$ cat src/rtl/rle_dec.sv
// Run-length decoder: expands {bit ID, count} run words into bits, packs them LSB-first into bytes.
// Optional macro RLE_DEC_PAD_LAST_EN: pad a flushed partial byte with the last bit ID instead of 0.
module rle_dec #(
  parameter int COUNT_W = 23
) (
  input  logic             clk,
  input  logic             rst,
  input  logic             recv_ready,
  input  logic             send_ready,
  input  logic [COUNT_W:0] in_data,
  input  logic             end_of_stream,
  output logic             rd_req,
  output logic             wr_req,
  output logic [7:0]       out_data,
  output logic             done
);

  typedef enum logic [3:0] {
    INIT,
    REQUEST_INPUT,
    WAIT_INPUT,
    READ_INPUT,
    EXPAND,
    WRITE_WAIT,
    WAIT_OUTPUT,
    FLUSH,
    DONE
  } state_t;

  state_t               state_q, state_d;
  logic                 value_q, value_d;
  logic [COUNT_W-1:0]   remaining_q, remaining_d;
  logic [7:0]           byte_buf_q, byte_buf_d;
  logic [3:0]           bit_pos_q, bit_pos_d;
  logic                 flushing_q, flushing_d;
  logic                 rd_req_q, rd_req_d;
  logic                 wr_req_q, wr_req_d;
  logic [7:0]           out_data_q, out_data_d;
  logic                 done_q, done_d;
  logic                 pad_bit;

`ifdef RLE_DEC_PAD_LAST_EN
  assign pad_bit = value_q;
`else
  assign pad_bit = 1'b0;
`endif

  // Request strobes are registered on the transition so each is high for
  // exactly the one cycle spent in WAIT_INPUT / WAIT_OUTPUT.
  always_comb begin
    state_d     = state_q;
    value_d     = value_q;
    remaining_d = remaining_q;
    byte_buf_d  = byte_buf_q;
    bit_pos_d   = bit_pos_q;
    flushing_d  = flushing_q;
    out_data_d  = out_data_q;
    rd_req_d    = 1'b0;
    wr_req_d    = 1'b0;
    done_d      = 1'b0;

    case (state_q)
      INIT: begin
        value_d     = 1'b0;
        remaining_d = '0;
        byte_buf_d  = '0;
        bit_pos_d   = '0;
        flushing_d  = 1'b0;
        state_d     = REQUEST_INPUT;
      end
      REQUEST_INPUT: begin
        if (recv_ready) begin
          state_d  = WAIT_INPUT;
          rd_req_d = 1'b1;
        end else if (end_of_stream && (bit_pos_q != 4'd0)) begin
          state_d = FLUSH;
        end else if (end_of_stream) begin
          state_d = DONE;
          done_d  = 1'b1;
        end
      end
      WAIT_INPUT: begin
        state_d = READ_INPUT;
      end
      READ_INPUT: begin
        value_d     = in_data[COUNT_W];
        remaining_d = in_data[COUNT_W-1:0];
        if (in_data[COUNT_W-1:0] == '0) begin
          state_d = REQUEST_INPUT;
        end else begin
          state_d = EXPAND;
        end
      end
      EXPAND: begin
        byte_buf_d[bit_pos_q[2:0]] = value_q;
        bit_pos_d   = bit_pos_q + 4'd1;
        remaining_d = remaining_q - COUNT_W'(1);
        if (bit_pos_q == 4'd7) begin
          state_d = WRITE_WAIT;
        end else if (remaining_q == COUNT_W'(1)) begin
          state_d = REQUEST_INPUT;
        end
      end
      WRITE_WAIT: begin
        out_data_d = byte_buf_q;
        if (send_ready) begin
          state_d  = WAIT_OUTPUT;
          wr_req_d = 1'b1;
        end
      end
      WAIT_OUTPUT: begin
        byte_buf_d = '0;
        bit_pos_d  = '0;
        if (flushing_q) begin
          state_d = DONE;
          done_d  = 1'b1;
        end else if (remaining_q != '0) begin
          state_d = EXPAND;
        end else begin
          state_d = REQUEST_INPUT;
        end
      end
      FLUSH: begin
        for (int i = 0; i < 8; i++) begin
          if (4'(i) >= bit_pos_q) begin
            byte_buf_d[i] = pad_bit;
          end
        end
        flushing_d = 1'b1;
        state_d    = WRITE_WAIT;
      end
      DONE: begin
        done_d = 1'b1;
        if (!end_of_stream) begin
          state_d = INIT;
          done_d  = 1'b0;
        end
      end
      default: begin
        state_d = INIT;
      end
    endcase
  end

  always_ff @(posedge clk or posedge rst) begin
    if (rst) begin
      state_q     <= INIT;
      value_q     <= 1'b0;
      remaining_q <= '0;
      byte_buf_q  <= '0;
      bit_pos_q   <= '0;
      flushing_q  <= 1'b0;
      rd_req_q    <= 1'b0;
      wr_req_q    <= 1'b0;
      out_data_q  <= '0;
      done_q      <= 1'b0;
    end else begin
      state_q     <= state_d;
      value_q     <= value_d;
      remaining_q <= remaining_d;
      byte_buf_q  <= byte_buf_d;
      bit_pos_q   <= bit_pos_d;
      flushing_q  <= flushing_d;
      rd_req_q    <= rd_req_d;
      wr_req_q    <= wr_req_d;
      out_data_q  <= out_data_d;
      done_q      <= done_d;
    end
  end

  assign rd_req   = rd_req_q;
  assign wr_req   = wr_req_q;
  assign out_data = out_data_q;
  assign done     = done_q;

endmodule

$ cat config.mk
export PLATFORM = sky130hd
export DESIGN_NAME = rle_dec
export DESIGN_NICKNAME = d
export VERILOG_FILES = /design/src/rtl/rle_dec.sv
export SDC_FILE = /design/constraint.sdc
export NUM_CORES = 1
export LEC_CHECK = 0
export CAP_MARGIN = 20
export CORE_ASPECT_RATIO = 0.5
export CORE_MARGIN = 2
export CORE_UTILIZATION = 50
export CTS_CLUSTER_SIZE = 8
export DETAILED_ROUTE_END_ITERATION = 7
export PLACE_DENSITY = 0.76
export SLEW_MARGIN = 20
export SYNTH_ARGS = -nofsm -noshare
export SYNTH_HDL_FRONTEND = slang
export SYNTH_SLANG_ARGS = --single-unit
$ cat constraint.sdc
create_clock -name clk -period 2.2 [get_ports clk]
set_clock_uncertainty 0.15 [all_clocks]
set_input_delay 0.55 -clock clk [delete_from_list [all_inputs] [get_ports clk]]
set_output_delay 0.55 -clock clk [all_outputs]
set_load 0.005 [all_outputs]
Word level (Yosys, flattened, before mapping):

Index checks and enable logic that the tools add are counted.

* order comparisons: 10
* mux-type cells: 36
* equal/unequal tests: 22
* reductions and logical operators: 21
* add/subtract/negate cells: 2

Operator list (count)
* one-hot mux 23 bit (3 select lines): 1
* one-hot mux 4 bit (9 select lines): 1
* two-way mux 4 bit: 8
* one-hot mux 8 bit (3 select lines): 1
* == test 23 x 1 -> 1 bit, second input constant: 1
* logical NOT 23 bit: 1
* nonzero test 23 bit: 1
* subtractor 23 x 1 -> 23 bit, second input constant: 1
* == test 4 x 3 -> 1 bit, second input constant: 5
* != test 2 bit, second input constant: 10
* two-way mux 1 bit: 17
* greater-or-equal comparator 3 x 4 -> 1 bit, first input constant: 4
* AND reduction 2 bit: 8
* bitwise mux 8 bit: 1
* == test 4 x 2 -> 1 bit, second input constant: 2
* greater-or-equal comparator 1 x 4 -> 1 bit, first input constant: 2
* greater-or-equal comparator 2 x 4 -> 1 bit, first input constant: 2
* one-hot mux 4 bit (2 select lines): 1
* two-way mux 3 bit: 2
* nonzero test 2 bit: 3
* nonzero test 3 bit: 2
* adder 4 x 1 -> 4 bit, second input constant: 1
* == test 4 x 1 -> 1 bit, second input constant: 1
* == test 4 bit, second input constant: 1
* other kinds (12): 14

* word-level logic and storage cells: 108
* register bits after elaboration: 52
* output and inout port bits: 11
* input bits: 29

Longest topological paths before layout:

* depth after elaboration: 6
* depth in mapped cells: 8

Worst setup path after synthesis:

OpenSTA, ideal clock, no wires.

* kind: reg-to-reg
* start: register remaining_q[3]
* end: register state_q[2]
* arrival time: 2043 ps
* clock period less this slack: 2318 ps
* setup slack: -118 ps
* data required time: 1925 ps
* cell stages (with the launch flop): 6
* cell sequence: dfrtp_1 > or4_4 > or4_4 > o21ai_2 > nand3b_1 > mux2_4

* longest elaborated chain between the ends: 4
* elaborated cells on any way between the ends: 7
* those cells by class: eq/ne (2); mux (3); reduce/logical (2)

Ends and longest elaborated chain
* start, declared: line 32 `logic [COUNT_W-1:0] remaining_q, remaining_d;`
* start signal, assigned: line 160 `remaining_q <= remaining_d;`
* nonzero test 23 bit: line 117 `end else if (remaining_q != '0) begin`
* two-way mux 3 bit: line 117
* two-way mux 4 bit: line 114 `if (flushing_q) begin`
* one-hot mux 4 bit (9 select lines): line 62 `case (state_q)`
* end signal, assigned: line 158 `state_q <= state_d;`
* end, declared: line 30 `state_t state_q, state_d;`

Several ways; a longest one is shown, not always the timed one.
A chain may end at the register's enable or synchronous reset.

Final worst setup path:

Same ends and word-level chain as after synthesis.

==> impl_metrics.yaml <==
outcome:
  status: "finished with violations"
  violations: "setup timing"
finish:
  nFillCells: 487
  final_nets: 475
  drive_gt1_share_pct: 22.90
  syn2layout_area_growth_pct: 35.84
  antenna_cells: 0
power:
  power.net_switching_mw: 2.311
  finalPower_mw: 5.446
  power_frac_seq_pct: 26.4
  combPwrFrac_pct: 59.0
  clkPwrFrac_pct: 14.6
  p_int_mw: 3.135
  leakagePower_nw: 1.849
  switching_share_pct: 42.44
  vdd_drop_max_mv: 0.5845
  p_per_area_nw_per_um2: 1283
routing:
  drtIter0Drc: 357
  wl_per_cell_um: 17.15
  ant_nets: 0
  vias: 3242
  dr.pass1.iters: 5
  remaining_drc_errors: 0
  vias_per_cell: 6.129
  drt_wl_total_um: 9070
synth:
  syn_nets: 390
  syn-cell-area_um2: 3124
  synthDistinctLibCells: 61
  ys_warn_count: 0
  ys_seq_area_share_pct: 41.65
  ys.flop_type: "dfrtp_1"
  syn_avg_cell_area_um2: 8.801
  async_flop_share_pct: 100.0
  syn_inst: 355
  synth_edf_count: 0
  ys_seq_elements: 52
clock_tree:
  cts.sinks: 52
  cts.hold.buffers_added: 0
  tritoncts: "built"
  htreeDepth: 2
  cts.reportedPaths.clkPinSlew_ps: 70
  clk_path_buf_depth: 2
  worst_skew_pair.late_latency_ps: 290
  numCtsBuffers: 5
  cts-root-buf: "clkbuf_16"
sta:
  fin_crit_sh_pct: 102.5
  fin_ws_ps: -54.74
  final_max_slew_viol_count: 0
  fmax_mhz: 443.5
  tns_ps: -91.28
  finalHoldViolations: 0
  rsz0062_at_grt: "yes"
  worstMarginPinSlew_ps: 479.0
  finalSetupViolCount: 2
  max_slew_margin_pct: 67.73
  period_needed_ps: 2255
critical_path:
  critPathTopFamily: "simple AND/OR/NAND/NOR gates"
  slowest_stage: "or4_4"
  critPathMaxFanout: 3
  crit_buf_inv: 0
  arrival_ps: 2280
  r2r_start: "remaining_q[3]"
  path_class: "reg2reg"
  critPathLaunch: "remaining_q[3]"
  slowest_delay_ps: 560
  startpoint_type: "flip-flop"
  crit_top_cell: "or4_4"
  reg2reg_slack_ps: -50
  required_ps: 2230
  crit_chain: "or4_4 > or4_4 > o21ai_2 > nand3b_1 > mux2_4"
  endpoint_kind: "flip-flop"
floorplan:
  dieArea_um2: 6935
  fp.dieW_um: 115.8
  die_h_um: 59.90
  design.portCount: 40
  coreArea_um2: 6056
  rows: 20
  initial_core_util_pct: 51.59
placed_design:
  io_buffers: 39
  place.gp.congestion: 0.8929
  dp_hpwl_um: 6304
grt:
  grt_max_degree: 53
  grt_pass1_wl_um: 14350
  antenna_found_initial: 0
  grt_pass1_vias: 2987
  grt-ovfl-total: 0
  grt_use_total_pct: 26.62
run:
  cap_violations: 0
hold_path:
  hold_path.class: "reg2reg"
  hold_start: "byte_buf_q[4]"
-- cells in the final DEF (no fill, tap or decap), types with 5 or more instances in the layout --
| cell | instances |
|---|---|
| nand2_1 | 58 |
| buf_4 | 54 |
| dfrtp_1 | 52 |
| clkdlybuf4s50_1 | 39 |
| o21ai_0 | 24 |
| nor2_1 | 19 |
| nor3_1 | 16 |
| a21oi_1 | 13 |
| o211ai_1 | 10 |
| nor4_1 | 10 |
| nand3_1 | 9 |
| inv_1 | 9 |
| o22ai_1 | 6 |
| ha_1 | 6 |
| nand4_1 | 5 |
| or3_1 | 5 |
| nand2b_1 | 5 |
| clkbuf_16 | 5 |
-- worst paths after layout --
kind,endpoint,depth (start not counted)
max reg2reg,state_q[2],5
min in group asynchronous,remaining_q[18],3
min reg2reg,out_data[4],2
min,out_data[4],2
max,state_q[2],5
max in group asynchronous,remaining_q[0],3
-- routing by layer --
layer	GRT usage, %	part of all wire, %
met5	0	0
met2	46.12	49
met1	34.76	41
met4	8.163	2.2
met3	4.665	7.8
-- what timing repair did --
action	CTS	global route
resized for setup	5	24
endpoints found under the setup margin	13	15
pin swaps	2	8
setup buffers	1	6
-- sequential cells by signal (all words and copies together) (netlist names) --
| register | flops |
|---|---|
| bit_pos_q | 4 |
| byte_buf_q | 8 |
| done | 1 |
| flushing_q | 1 |
| out_data | 8 |
| rd_req | 1 |
| remaining_q | 23 |
| state_q | 4 |
| value_q | 1 |
| wr_req | 1 |
-- synthesized netlist by cell type, types with 4 or more instances --
library cell  number  area (µm²)
nand2_1           61       229.0
dfrtp_1           52        1301
o21ai_0           27       135.1
nor2_1            21       78.83
nor3_1            16       80.08
a21oi_1           14       70.07
nor4_1            12       75.07
clkbuf_1          11       41.29
nand3_1           11       55.05
inv_1             10       37.54
o211ai_1          10       75.07
o311ai_0           7       61.31
ha_1               6       75.07
o22ai_1            6       37.54
or3_1              6       37.54
nand2b_1           5       31.28
nand4_1            5       31.28
a211oi_1           4       30.03
a21o_1             4       30.03
nand3b_1           4       30.03
-- through the flow --
stage	std cells	utilization [%]	hold slack [ps]	setup slack (ps)	cell area, µm²
5_1_grt	529	70.08	344.4	-87.49	4244
2_1_floorplan	355	-	282.3	-7.146	3149
3_5_place_dp	514	64.98	311.1	-357.2	3935
4_1_cts	523	67.83	327.2	-49.67	4108
6_report	529	70.08	321.7	-54.74	4244
3_3_place_gp	514	64.98	300.7	-265.0	3935
-- kinds of logic (layout without fill, tap and decap cells) --
| family | count (synthesis) | in the layout | share of synthesized area [%] |
|---|---|---|---|
| adder cells (fa/ha/maj) | 6 | 6 | 2.403 |
| buffers and inverters | 31 | 117 | 6.007 |
| AO/OA/AOI/OAI | 94 | 94 | 19.94 |
| XOR/XNOR | 3 | 3 | 0.8412 |
| AND/OR/NAND/NOR | 166 | 166 | 27.99 |
| flip-flops | 52 | 52 | 41.65 |
| multiplexers | 3 | 3 | 1.161 |
-- power by group through the flow --
| stage | sequential [mW] | clock (mW) | combinational [mW] |
|---|---|---|---|
| finish | 1.44 | 0.793 | 3.21 |
| global route | 1.46 | 0.852 | 3.45 |
| CTS | 1.42 | 0.793 | 2.88 |
| detailed placement | 1.43 | 0 | 2.82 |
| global placement | 1.41 | 0 | 2.73 |
| floorplan | 1.39 | 0 | 1.81 |
-- layout make-up --
cell class	count	area (µm²)	share of cell area, %
well taps	88	110.1	2.594
multi-input cells	272	1765	41.60
clock inverters	2	10.01	0.2358
clock buffers	6	138.9	3.272
repair buffers	99	880.8	20.75
flip-flops and latches	52	1301	30.66
inverters	10	37.54	0.8844
-- worst min-delay path: cells and delay by family, from the launching register on --
family / cells / cell delay (ps)
DFF: 1 / 350
and+or+nand+nor: 2 / 100
(Power assumes the default switching activity.)
